==> config.mk <==
export PLATFORM = sky130hd
export DESIGN_NAME = cdb_broadcast_arb_flat
export DESIGN_NICKNAME = d
export VERILOG_FILES = /design/src/rtl/cdb_broadcast_arb_if.sv /design/src/rtl/cdb_broadcast_arb.sv /design/src/flat_wrapper.sv
export SDC_FILE = /design/constraint.sdc
export NUM_CORES = 1
export LEC_CHECK = 0
export BUFFER_PORTS_ARGS = -buffer_cell sky130_fd_sc_hd__buf_2
export CAP_MARGIN = 20
export CORE_UTILIZATION = 30
export DETAILED_ROUTE_END_ITERATION = 6
export SYNTH_ARGS = -nofsm -noshare
export SYNTH_HDL_FRONTEND = slang
export SYNTH_SLANG_ARGS = --single-unit
==> constraint.sdc <==
create_clock -name clock -period 12.1 [get_ports clock]
set_input_delay 3.025 -clock clock [delete_from_list [all_inputs] [get_ports clock]]
set_output_delay 3.025 -clock clock [all_outputs]
set_load 0.005 [all_outputs]
==> src/rtl/cdb_broadcast_arb_if.sv <==
// rtl/cdb_broadcast_arb_if.sv - completion/CDB bus bundle between FUs and the broadcast arbiter
interface cdb_broadcast_arb_if #(
    parameter int NUM_FU = 4,
    parameter int TAG_W  = 7,
    parameter int DATA_W = 64
);
    localparam int IDX_W = (NUM_FU > 1) ? $clog2(NUM_FU) : 1;

    logic [NUM_FU-1:0]        fu_done;
    logic [NUM_FU*TAG_W-1:0]  fu_tag;
    logic [NUM_FU*DATA_W-1:0] fu_value;
    logic                     squash;
    logic [NUM_FU-1:0]        fu_stall;
    logic                     CAM_en;
    logic [TAG_W-1:0]         CDB_in;
    logic [DATA_W-1:0]        cdb_value;
    logic [IDX_W-1:0]         cdb_fu;

    modport master (
        output fu_done, fu_tag, fu_value, squash,
        input  fu_stall, CAM_en, CDB_in, cdb_value, cdb_fu
    );

    modport slave (
        input  fu_done, fu_tag, fu_value, squash,
        output fu_stall, CAM_en, CDB_in, cdb_value, cdb_fu
    );
endinterface

==> src/rtl/cdb_broadcast_arb.sv <==
// rtl/cdb_broadcast_arb.sv - per-FU completion FIFOs with round-robin CDB broadcast; optional CDB_BYPASS_EN
module cdb_broadcast_arb #(
    parameter int NUM_FU    = 4,
    parameter int TAG_W     = 7,
    parameter int DATA_W    = 64,
    parameter int BUF_DEPTH = 2
) (
    input logic                clock,
    input logic                reset,
    cdb_broadcast_arb_if.slave bus
);
    localparam int IDX_W = (NUM_FU > 1) ? $clog2(NUM_FU) : 1;
    localparam int PTR_W = $clog2(BUF_DEPTH);
    localparam int CNT_W = PTR_W + 1;
    localparam logic [TAG_W-1:0] NULL_TAG = {TAG_W{1'b1}};
    localparam logic [CNT_W-1:0] FULL_CNT = CNT_W'(BUF_DEPTH);

    logic [TAG_W-1:0]  r_tag_mem [NUM_FU][BUF_DEPTH];
    logic [DATA_W-1:0] r_val_mem [NUM_FU][BUF_DEPTH];
    logic [PTR_W-1:0]  r_rd_ptr  [NUM_FU];
    logic [PTR_W-1:0]  r_wr_ptr  [NUM_FU];
    logic [CNT_W-1:0]  r_count   [NUM_FU];
    logic [IDX_W-1:0]  r_rr_ptr;
    logic              r_cam_en;
    logic [TAG_W-1:0]  r_cdb_tag;
    logic [DATA_W-1:0] r_cdb_value;
    logic [IDX_W-1:0]  r_cdb_fu;

    logic [TAG_W-1:0]  w_in_tag   [NUM_FU];
    logic [DATA_W-1:0] w_in_val   [NUM_FU];
    logic [TAG_W-1:0]  w_head_tag [NUM_FU];
    logic [DATA_W-1:0] w_head_val [NUM_FU];
    logic [NUM_FU-1:0] w_stall;
    logic [NUM_FU-1:0] w_push_req;
    logic [NUM_FU-1:0] w_cand;
    logic [NUM_FU-1:0] w_push;
    logic [NUM_FU-1:0] w_pop;
    logic              w_grant_vld;
    logic [IDX_W-1:0]  w_grant_idx;
    logic [IDX_W:0]    w_scan_idx;
    logic              w_bypass;
    logic [TAG_W-1:0]  w_win_tag;
    logic [DATA_W-1:0] w_win_val;

    // Per-FU slicing, FIFO heads, stall (registered count only) and arbitration candidates
    always_comb begin
        for (int i = 0; i < NUM_FU; i++) begin
            w_in_tag[i]   = bus.fu_tag[i*TAG_W +: TAG_W];
            w_in_val[i]   = bus.fu_value[i*DATA_W +: DATA_W];
            w_head_tag[i] = r_tag_mem[i][r_rd_ptr[i]];
            w_head_val[i] = r_val_mem[i][r_rd_ptr[i]];
            w_stall[i]    = (r_count[i] == FULL_CNT);
            // Null-tag completions are consumed without ever touching the FIFO
            w_push_req[i] = bus.fu_done[i] && !w_stall[i] && !bus.squash && (w_in_tag[i] != NULL_TAG);
`ifdef CDB_BYPASS_EN
            w_cand[i]     = (r_count[i] != '0) || w_push_req[i];
`else
            w_cand[i]     = (r_count[i] != '0);
`endif
        end
    end

    // Round-robin scan from rr_ptr; scanning farthest-first lets the nearest candidate win last
    always_comb begin
        w_grant_vld = 1'b0;
        w_grant_idx = '0;
        w_scan_idx  = '0;
        for (int off = NUM_FU - 1; off >= 0; off--) begin
            w_scan_idx = {1'b0, r_rr_ptr} + (IDX_W+1)'(off);
            if (w_scan_idx >= (IDX_W+1)'(NUM_FU))
                w_scan_idx = w_scan_idx - (IDX_W+1)'(NUM_FU);
            if (w_cand[w_scan_idx[IDX_W-1:0]]) begin
                w_grant_vld = 1'b1;
                w_grant_idx = w_scan_idx[IDX_W-1:0];
            end
        end
    end

    // Winner data selection and per-FIFO push/pop strobes
    always_comb begin
        w_bypass = 1'b0;
`ifdef CDB_BYPASS_EN
        // Winner with an empty FIFO can only have been picked for its incoming completion
        w_bypass = w_grant_vld && (r_count[w_grant_idx] == '0);
`endif
        w_win_tag = w_bypass ? w_in_tag[w_grant_idx] : w_head_tag[w_grant_idx];
        w_win_val = w_bypass ? w_in_val[w_grant_idx] : w_head_val[w_grant_idx];
        for (int i = 0; i < NUM_FU; i++) begin
            w_pop[i]  = w_grant_vld && !w_bypass && !bus.squash && (w_grant_idx == IDX_W'(i));
            w_push[i] = w_push_req[i] && !(w_bypass && (w_grant_idx == IDX_W'(i)));
        end
    end

    // FIFO storage, pointers and occupancy; squash flushes every FIFO
    always_ff @(posedge clock) begin
        for (int i = 0; i < NUM_FU; i++) begin
            if (reset || bus.squash) begin
                r_rd_ptr[i] <= '0;
                r_wr_ptr[i] <= '0;
                r_count[i]  <= '0;
            end else begin
                if (w_push[i]) begin
                    r_tag_mem[i][r_wr_ptr[i]] <= w_in_tag[i];
                    r_val_mem[i][r_wr_ptr[i]] <= w_in_val[i];
                    r_wr_ptr[i] <= r_wr_ptr[i] + PTR_W'(1);
                end
                if (w_pop[i])
                    r_rd_ptr[i] <= r_rd_ptr[i] + PTR_W'(1);
                case ({w_push[i], w_pop[i]})
                    2'b10:   r_count[i] <= r_count[i] + CNT_W'(1);
                    2'b01:   r_count[i] <= r_count[i] - CNT_W'(1);
                    default: r_count[i] <= r_count[i];
                endcase
            end
        end
    end

    // CDB output registers and round-robin pointer
    always_ff @(posedge clock) begin
        if (reset) begin
            r_cam_en    <= 1'b0;
            r_cdb_tag   <= '0;
            r_cdb_value <= '0;
            r_cdb_fu    <= '0;
            r_rr_ptr    <= '0;
        end else if (bus.squash) begin
            r_cam_en <= 1'b0;
            r_rr_ptr <= '0;
        end else if (w_grant_vld) begin
            r_cam_en    <= 1'b1;
            r_cdb_tag   <= w_win_tag;
            r_cdb_value <= w_win_val;
            r_cdb_fu    <= w_grant_idx;
            r_rr_ptr    <= (w_grant_idx == IDX_W'(NUM_FU - 1)) ? '0 : w_grant_idx + IDX_W'(1);
        end else begin
            r_cam_en <= 1'b0;
        end
    end

    assign bus.fu_stall  = w_stall;
    assign bus.CAM_en    = r_cam_en;
    assign bus.CDB_in    = r_cdb_tag;
    assign bus.cdb_value = r_cdb_value;
    assign bus.cdb_fu    = r_cdb_fu;
endmodule

==> src/flat_wrapper.sv <==
// flat-port wrapper written by rule: the top's interface ports become plain ports
module cdb_broadcast_arb_flat 
#(
    parameter int NUM_FU    = 4,
    parameter int TAG_W     = 7,
    parameter int DATA_W    = 64,
    parameter int BUF_DEPTH = 2
)
  (clock, reset, bus_fu_done, bus_fu_tag, bus_fu_value, bus_squash, bus_fu_stall, bus_CAM_en, bus_CDB_in, bus_cdb_value, bus_cdb_fu);
  cdb_broadcast_arb_if #(.NUM_FU(NUM_FU), .TAG_W(TAG_W), .DATA_W(DATA_W)) bus_i ();
  input logic clock;
  input logic reset;
  input wire logic [$bits(bus_i.fu_done)-1:0] bus_fu_done;
  input wire logic [$bits(bus_i.fu_tag)-1:0] bus_fu_tag;
  input wire logic [$bits(bus_i.fu_value)-1:0] bus_fu_value;
  input wire logic [$bits(bus_i.squash)-1:0] bus_squash;
  output wire logic [$bits(bus_i.fu_stall)-1:0] bus_fu_stall;
  output wire logic [$bits(bus_i.CAM_en)-1:0] bus_CAM_en;
  output wire logic [$bits(bus_i.CDB_in)-1:0] bus_CDB_in;
  output wire logic [$bits(bus_i.cdb_value)-1:0] bus_cdb_value;
  output wire logic [$bits(bus_i.cdb_fu)-1:0] bus_cdb_fu;
  assign bus_i.fu_done = bus_fu_done;
  assign bus_i.fu_tag = bus_fu_tag;
  assign bus_i.fu_value = bus_fu_value;
  assign bus_i.squash = bus_squash;
  assign bus_fu_stall = bus_i.fu_stall;
  assign bus_CAM_en = bus_i.CAM_en;
  assign bus_CDB_in = bus_i.CDB_in;
  assign bus_cdb_value = bus_i.cdb_value;
  assign bus_cdb_fu = bus_i.cdb_fu;
  cdb_broadcast_arb #(.NUM_FU(NUM_FU), .TAG_W(TAG_W), .DATA_W(DATA_W), .BUF_DEPTH(BUF_DEPTH)) u_core (.clock(clock), .reset(reset), .bus(bus_i));
endmodule
* Word-level counts from Yosys, hierarchy flattened *
Memory sizes are Yosys's and may differ from the RTL's.
Cells that the tools add are included.

word-level totals
  register bits = 76
  RAM bits = 584
  input port bits = 291
  output and inout port bits = 78
  logic and storage cells = 300
  memories kept = 5

memories
  memory            depth  width  rd ports  clocked after Yosys merged registers in  write ports  RTL line                 text
  u_core.r_val_mem  4      128    4         0                                        4            cdb_broadcast_arb.sv:19  logic [DATA_W-1:0] r_val_mem [NUM_FU][BUF_DEPTH];
  u_core.r_tag_mem  4      14     4         0                                        4            cdb_broadcast_arb.sv:18  logic [TAG_W-1:0] r_tag_mem [NUM_FU][BUF_DEPTH];
  u_core.r_count    4      2      4         0                                        4            cdb_broadcast_arb.sv:22  logic [CNT_W-1:0] r_count [NUM_FU];
  u_core.r_rd_ptr   4      1      4         0                                        4            cdb_broadcast_arb.sv:20  logic [PTR_W-1:0] r_rd_ptr [NUM_FU];
  u_core.r_wr_ptr   4      1      4         0                                        4            cdb_broadcast_arb.sv:21  logic [PTR_W-1:0] r_wr_ptr [NUM_FU];

cells by class
  $add $sub $neg = 24
  magnitude comparators = 21
  eq/ne operators = 19
  mux-type cells = 158
  bitwise logic cells = 30
  reduce and logical (&&, ||, !) cells = 38

operators by type and width
  cell                   count
  $mux W64               18
  $mux W128              4
  $demux W64 S1          4
  $bmux W64 S2           1
  $mux W7                18
  $mux W1                79
  $mux W14               4
  $mux W2                21
  $demux W7 S1           4
  $ne A7 B7 Y1 const B   4
  $logic_and A1 B1 Y1    21
  $eq A2 B2 Y1 const B   10
  $or A1 B1 Y1           20
  $ge A2 B2 Y1 const B   8
  $not A1 Y2             8
  $sub A2 B1 Y2 const B  8
  $bmux W7 S2            1
  $ge A3 B3 Y1 const B   4
  $lt A2 B3 Y1 const B   4
  $add A2 B1 Y2 const B  5
  $eq A2 B1 Y1 const B   5
  $reduce_or A2 Y1       5
  $add A1 B1 Y1 const B  8
  $bmux W1 S2            4
  other kinds (11)       22

* Depth between registers and ports, before layout *
Gate-level depths: netlist of the first run.

  word-level depth = 18
  mapped depth = 14
  gate-level depth less buffers = 11

* Least setup slack after synthesis of the first run *
No wires, ideal clock.

  path kind = input to register
  from = in bus_squash
  to = mem u_core.r_wr_ptr[1] (netlist bit) (data pin)
  library setup time = 1159 ps
  arrival = 8596 ps
  data required time = 10941 ps
  setup slack = 2345 ps
  stages = 4
  buffers on the path = 2
  cell sequence = clkbuf_1 or2_2 clkbuf_1 nor3_1

RTL lines
  what             RTL line                 text
  start, declared  flat_wrapper.sv:16       input wire logic [$bits(bus_i.squash)-1:0] bus_squash;
  end, declared    cdb_broadcast_arb.sv:21

==> results of run 1 <==
[path summary, 6_finish.rpt]
path	start	endpoint	slack, ns	cells past startpoint
hold / removal	u_core.bus.cdb_fu[1]$_SDFFE_PP0N_	u_core.bus.cdb_fu[1]$_SDFFE_PP0N_	0.49	2
hold reg to reg	u_core.bus.cdb_fu[1]$_SDFFE_PP0N_	u_core.bus.cdb_fu[1]$_SDFFE_PP0N_	0.49	2
setup reg to reg	u_core.r_count[3][0]$_DFFE_PP_	u_core.r_count[3][1]$_DFFE_PP_	7.50	12
setup / recovery	bus_squash	u_core.r_count[0][1]$_DFFE_PP_	6.46	9
[per-layer routing]
| layer | global-route usage (%) | vias up | wire length, um |
|---|---|---|---|
| li1 | - | 7526 | - |
| met1 | 20.5 | 8282 | 31900 |
| met2 | 27.4 | 557 | 37600 |
| met3 | 4.18 | 131 | 5080 |
| met4 | 6.94 | 16 | 2230 |
| met5 | 0 | - | 92 |
[registers in the layout, summed over array words and instances, names as in the netlist]
name,flops
u_core.r_rd_ptr,4
u_core.bus.CAM_en,1
u_core.bus.CDB_in,7
u_core.r_tag_mem,56
u_core.bus.cdb_fu,2
u_core.bus.cdb_value,64
u_core.r_rr_ptr,2
u_core.r_val_mem,512
u_core.r_wr_ptr,4
u_core.r_count,8
[Yosys cell counts, types with 10 or more instances]
cell and n:
mux2i_1 193, inv_1 15, nor3_1 26, buf_6 10, a21oi_1 22, nand2_1 88, edfxtp_1 584, a2111oi_0 10
a311oi_1 56, dfxtp_1 76, clkbuf_1 78, nor2b_1 12, o21ai_0 158, ha_1 16, nor2_1 18, o2bb2ai_1 59
nand2b_1 14, o21ai_1 48, a21boi_0 56, buf_2 19, mux2_2 83, o2111ai_1 10
[final cells by class]
cell class / instances / share of cell area, %
antenna: 20 / 0.155
clock buffer: 102 / 6.61
clock inverter: 40 / 0.977
inverter: 15 / 0.175
multi-input combinational: 926 / 21.9
sequential: 660 / 59.1
tap: 1155 / 4.48
timing repair buffer: 401 / 6.61
[through the flow]
stage                     instance area (sq um)  std cells
after global placement                    29700       3155
after global routing                      32300       3314
after floorplan                           26700       1723
final                                     32300       3319
after detailed placement                  29800       3157
after CTS                                 32200       3299
[worst max-delay path: stages]
cell     delay, ns
buf_2         0.27
nor2_4        0.45
buf_4         0.48
buf_4         0.72
nand3_1       0.27
inv_1         0.12
ha_1          0.18
nor2_1        0.06
o21ai_0       0.28
[power by group through the flow]
stage	logic, mW	clock network [mW]	registers [mW]
CTS	1.26	2.29	2.71
detailed placement	1.26	0	2.75
global route	1.35	2.37	2.72
finish	1.25	2.23	2.71
global placement	1.24	0	2.75
floorplan	0.746	0	2.75
[logic make-up (layout without fill, tap and decap cells)]
kind of cell / after synthesis / in the layout / share of synthesized area, %
AO/OA/AOI/OAI: 443 / 443 / 11.2
XOR/XNOR: 2 / 2 / 0.0657
adder cells (fa/ha/maj): 16 / 16 / 0.751
buffers and inverters: 137 / 558 / 2.35
flip-flops: 660 / 660 / 71.5
multiplexers: 276 / 276 / 10.7
other: 0 / 20 / 0
AND/OR/NAND/NOR: 189 / 189 / 3.43
==> summary.txt, run 1 <==
STA
  – Setup repair after global routing missed its margin: no
  – Shortest period the worst path allows: 5.64 ns
  – Post-route fraction of the period consumed by the critical path: 46.6%
  – Total Neg Setup Slack: 0 ns
  – Final setup violating endpoints: 0
  – Hold violation count in the final report: 0
  – Maximum clock skew at final layout: 0.0262 ns
  – PnR worst setup slack: 6.46 ns
  – Worst max-slew margin expressed relative to the limit: 26.2%
  – Hold_ws: 0.494 ns
  – Final Max Tran Viols: 0
  – Fmax: 177 MHz
  – Transition time at the pin with the least slew margin: 1.11 ns

Detailed routing
  – Remaining DRCs: 0
  – Via/cell ratio: 4.97
  – Final wirelength: 76900 um
  – Post-detailed-route count of antenna-violating nets: 0
  – Length of the first detailed-routing pass in iterations: 5
  – WL/cell: 23.2 um
  – Initial detailed-routing violation count: 1312
  – DR vias: 16500

Power and ir drop
  – Max VDD drop: 0.107 mV
  – Combinational share of power: 20.1%
  – Cell Pwr Density: 192 nW/um^2
  – Internal power component: 4.38 mW
  – Part of the power in registers: 43.8%
  – Leakage dissipation: 10.9 nW
  – Total power after layout: 6.19 mW
  – Net Sw Power: 1.81 mW
  – Switching share of power: 29.3%
  – Clock Power Share: 36.1%

Clocking
  – Clock net sink count: 660
  – Post-CTS resize count: 0
  – Buffer count from post-CTS setup fixing: 0
  – H-tree levels: 3
  – Clock Pin Slew Worst Setup and Hold Paths: 0.06 ns
  – Master cell of the clock root buffer: clkbuf_16
  – Clock tree from TritonCTS: built
  – Count of hold-fix buffers inserted at cts: 0
  – Cts bufs inserted: 76
  – Max Root-Sink Buffers: 3
  – Insertion delay to the later sink of the worst-skew pair: 0.63 ns

Final layout
  – Footprint of the multi-input gates: 7070 sq um
  – Post-layout nets: 2387
  – Filler Cells Inserted: 8229
  – Commonest non-fill, non-tap cell in the layout: edfxtp_1
  – Highest-count cells in the layout ignoring fill and taps: edfxtp_1 (584), buf_2 (367), mux2i_1 (193), o21ai_0 (158), nand2_1 (87)
  – Layout overhead on the synthesized area: 21.0%
  – Layout cells sized above 1: 29.2%
  – Sequential cell area: 19100 sq um
  – Final core utilization: 36.9%

Placement
  – Half-perimeter wire length of the detailed placement result: 49000 um
  – Port Buffers: 368
  – Final weighted congestion in routability-driven placement: 0.801
  – Pre-CTS WS: 5.80 ns

Logic synthesis
  – Synthesized instance count: 1723
  – Cell Area, Synth: 26700 sq um
  – Share of the synthesized area in the top cell type: 65.8%
  – Post-synthesis cell type with the largest combined area: edfxtp_1
  – Average cell area after synthesis: 15.5 sq um
  – Number of flip-flops and latches in the synthesized netlist: 660
  – Primary FF master, synth: edfxtp_1
  – Post-synth net total: 2030
  – Share of the yosys chip area belonging to registers: 71.5%
  – Synth area leaders: edfxtp_1 (66%), mux2i_1 (7.2%), dfxtp_1 (5.7%)
  – Number of enable flip-flop cells after synthesis: 584
  – Share of synthesized flip-flops with an asynchronous set or reset: 0%
  – Yosys cell types: 58
  – Warnings from Yosys: 0

Worst hold path
  – HP Class: reg2reg

GRT
  – Global routing usage summed across all routing layers: 16.6%
  – Overflow left after global routing: 0
  – Wire length of the first global-routing pass: 109000 um
  – Antenna violations before repair: 27
  – Largest net degree at the start of global routing: 77
  – Vias in the first global route: 17000

Die
  – DIE HEIGHT: 300 um
  – Full die area: 90100 sq um
  – Row count: 108
  – IO Count: 369
  – Starting density of the core: 30.5%
  – Core Footprint: 87400 sq um
  – Die Span X: 300 um

Critical path
  – Data arrival time of the critical path: 5.94 ns
  – CP required: 12.40 ns
  – Crit. End Element: flip-flop
  – Critical path type: in2reg
  – Startpoint Class: input pin
  – Max FO, Critical Path: 76

Run status
  – Outcome: complete, no violations

Job
  – Total of max-cap violations: 0
No activity file was read; power rests on OpenSTA's default activity.
==> run 2: changes to the inputs <==
==> constraint.sdc (replaced) <==
create_clock -name clock -period 5.8 [get_ports clock]
set_input_delay 1.45 -clock clock [delete_from_list [all_inputs] [get_ports clock]]
set_output_delay 1.45 -clock clock [all_outputs]
set_load 0.005 [all_outputs]
==> run 2 against run 1 <==
Sequential share of layout area decreased by 0.25 points. Routed wire length increased by 1.7%. Via count decreased by 0.18%. Worst hold slack got worse by 0.0059 ns. Combinational power increased by 110%. Register-to-register slack got worse by 5.6 ns. Count of clock-buffer cells in the layout decreased by 2. Final cell count decreased by 0.24%. Die area unchanged. Clock skew decreased by 0.0047 ns. Critical path depth unchanged. First-iteration DRC count decreased by 10%. Critical endpoint is now u_core.bus.cdb_value[4]$_SDFFE_PP0N_. Largest power group unchanged. Highest routed layer unchanged.
==> summary.txt, run 2 (synthesized netlist as in run 1, its figures left out) <==
Worst hold path
  – HP Start: u_core.bus.cdb_fu[1]$_SDFFE_PP0N_
  – HP Class: reg2reg

Final layout
  – Layout overhead on the synthesized area: 21.5%
  – Footprint of the multi-input gates: 7090 sq um (+0.18%)
  – Layout cells sized above 1: 29.5% (+0.35 points)
  – Commonest non-fill, non-tap cell in the layout: edfxtp_1
  – Final core utilization: 37.1% (+0.16 points)
  – Final Non-Filler Cells: 3311 (-0.24%)
  – Final instance area: 32400 sq um (+0.43%)
  – Highest-count cells in the layout ignoring fill and taps: edfxtp_1 (584), buf_2 (367), mux2i_1 (193), o21ai_0 (158), nand2_1 (87)
  – Max reg flops: 512 (unchanged)
  – Filler Cells Inserted: 8284 (+0.67%)
  – Sequential cell area: 19100 sq um (unchanged)
  – Post-layout nets: 2387 (unchanged)

Placement
  – Pre-CTS WS: 1.71 ns (-4.09 ns)
  – Number of instances in the placed design: 3158 (+0.032%)
  – Post-Place Cell Area: 29800 sq um (about the same)
  – Half-perimeter wire length of the detailed placement result: 50700 um (+3.4%)
  – Final weighted congestion in routability-driven placement: 0.799 (-0.24%)
  – Port Buffers: 368 (unchanged)

Clocking
  – Clock tree from TritonCTS: built
  – Clock net sink count: 660 (unchanged)
  – Master cell of the clock root buffer: clkbuf_16
  – Insertion delay to the later sink of the worst-skew pair: 0.63 ns (about the same)
  – H-tree levels: 3 (unchanged)
  – Cts bufs inserted: 74 (-2.6%)
  – Clock Pin Slew Worst Setup and Hold Paths: 0.06 ns (about the same)
  – Count of hold-fix buffers inserted at cts: 0 (unchanged)
  – Max Root-Sink Buffers: 3 (unchanged)
  – Post-CTS resize count: 0 (unchanged)
  – Buffer count from post-CTS setup fixing: 0 (unchanged)

GRT
  – Vias in the first global route: 17200 (+1.0%)
  – Largest net degree at the start of global routing: 82 (+6.5%)
  – Overflow left after global routing: 0 (unchanged)
  – Wire length of the first global-routing pass: 112000 um (+2.3%)
  – Antenna violations before repair: 24 (-11%)
  – Global routing usage summed across all routing layers: 17.0% (+0.42 points)

Job
  – Total of max-cap violations: 0 (unchanged)

Detailed routing
  – WL/cell: 23.6 um (+1.9%)
  – Initial detailed-routing violation count: 1179 (-10%)
  – Via/cell ratio: 4.98 (about the same)
  – Post-detailed-route count of antenna-violating nets: 0 (unchanged)
  – Length of the first detailed-routing pass in iterations: 5 (unchanged)
  – Remaining DRCs: 0 (unchanged)
  – DR vias: 16500 (-0.18%)
  – Final wirelength: 78200 um (+1.7%)

Power and ir drop
  – Cell Pwr Density: 406 nW/um^2 (+110%)
  – Total power after layout: 13.1 mW (+110%)
  – Leakage dissipation: 11.0 nW (+0.64%)
  – Max VDD drop: 0.247 mV (+130%)

STA
  – Final Max Tran Viols: 0 (unchanged)
  – PnR worst setup slack: 1.85 ns (-4.61 ns)
  – Post-route fraction of the period consumed by the critical path: 68.0%
  – Total Neg Setup Slack: 0 ns (unchanged)
  – Transition time at the pin with the least slew margin: 1.15 ns (+0.0431 ns)
  – Shortest period the worst path allows: 3.95 ns
  – Maximum clock skew at final layout: 0.0215 ns (-0.00469 ns)
  – Hold_ws: 0.488 ns (-0.00591 ns)
  – Fmax: 253 MHz
  – Worst max-slew margin expressed relative to the limit: 23.3% (-2.9 points)
  – Hold violation count in the final report: 0 (unchanged)
  – Final setup violating endpoints: 0 (unchanged)
  – Setup repair after global routing missed its margin: no

Critical path
  – Max FO, Critical Path: 81 (+6.6%)
  – CP max stage delay: 0.73 ns (about the same)
  – Crit path buffers/inverters: 2 (-2)
  – Critical path type: reg2reg
  – Startpoint of the worst register-to-register path: u_core.r_count[3][0]$_DFFE_PP_
  – Startpoint Class: flip-flop
  – Family with the most delay on the worst path: compound AO/OA/AOI/OAI gates
  – CP required: 6.30 ns (-6.10 ns)
  – Cell with the largest stage delay on the worst path: buf_4
  – Critical path cell sequence: inv_1, ha_1, mux2i_1, a221o_1, a21o_1, nand2_4, buf_4, a311oi_1, o2bb2ai_1
  – Crit. End Element: flip-flop
  – Critical Path Source: u_core.r_count[3][0]$_DFFE_PP_
  – Data arrival time of the critical path: 4.44 ns (-1.50 ns)

Die
  – Core Footprint: 87400 sq um (unchanged)
  – Full die area: 90100 sq um (unchanged)
  – Die Span X: 300 um (unchanged)
  – Row count: 108 (unchanged)
  – IO Count: 369 (unchanged)
  – DIE HEIGHT: 300 um (unchanged)
  – Starting density of the core: 30.5% (unchanged)

Run status
  – Outcome: complete, no violations
## run 2: report_power, final
group | total, mW | leakage, nW | internal (mW) | switching [mW]
clock | 4.87 | 1.24 | 2.93 | 1.94
combinational | 2.57 | 3.78 | 0.940 | 1.63
sequential | 5.70 | 5.94 | 5.47 | 0.235
total | 13.1 | 11.0 | 9.33 | 3.81
## run 2: path summary, 6_finish.rpt
kind,end,cells past startpoint,slack (ns)
worst max-delay path,u_core.bus.cdb_value[4]$_SDFFE_PP0N_,9,1.85
worst min-delay path,u_core.bus.cdb_fu[1]$_SDFFE_PP0N_,2,0.49
worst max register to register,u_core.bus.cdb_value[4]$_SDFFE_PP0N_,9,1.85
worst min register to register,u_core.bus.cdb_fu[1]$_SDFFE_PP0N_,2,0.49
## run 2: area by class of cell
| class | count | share of cell area [%] |
|---|---|---|
| Sequential cell | 660 | 58.8 |
| Timing Repair Buffer | 403 | 6.70 |
| Inverter | 15 | 0.174 |
| Tap cell | 1155 | 4.46 |
| Antenna cell | 14 | 0.108 |
| Multi-Input combinational cell | 926 | 21.9 |
| Clock buffer | 100 | 6.36 |
| Clock inverter | 38 | 1.51 |
## run 2: layer usage
| layer | track usage (%) | share of wire, % |
|---|---|---|
| met2 | 28.6 | 50 |
| met3 | 3.95 | 7.0 |
| met5 | 0 | 0.15 |
| met1 | 20.7 | 40 |
| met4 | 7.48 | 3.1 |
## run 2: worst min-delay path, delay by kind of cell (launching register included)
family             cells  cell delay [ns]
AOI/OAI and AO/OA      1             0.06
and+or+nand+nor        1             0.06
DFF                    1             0.33
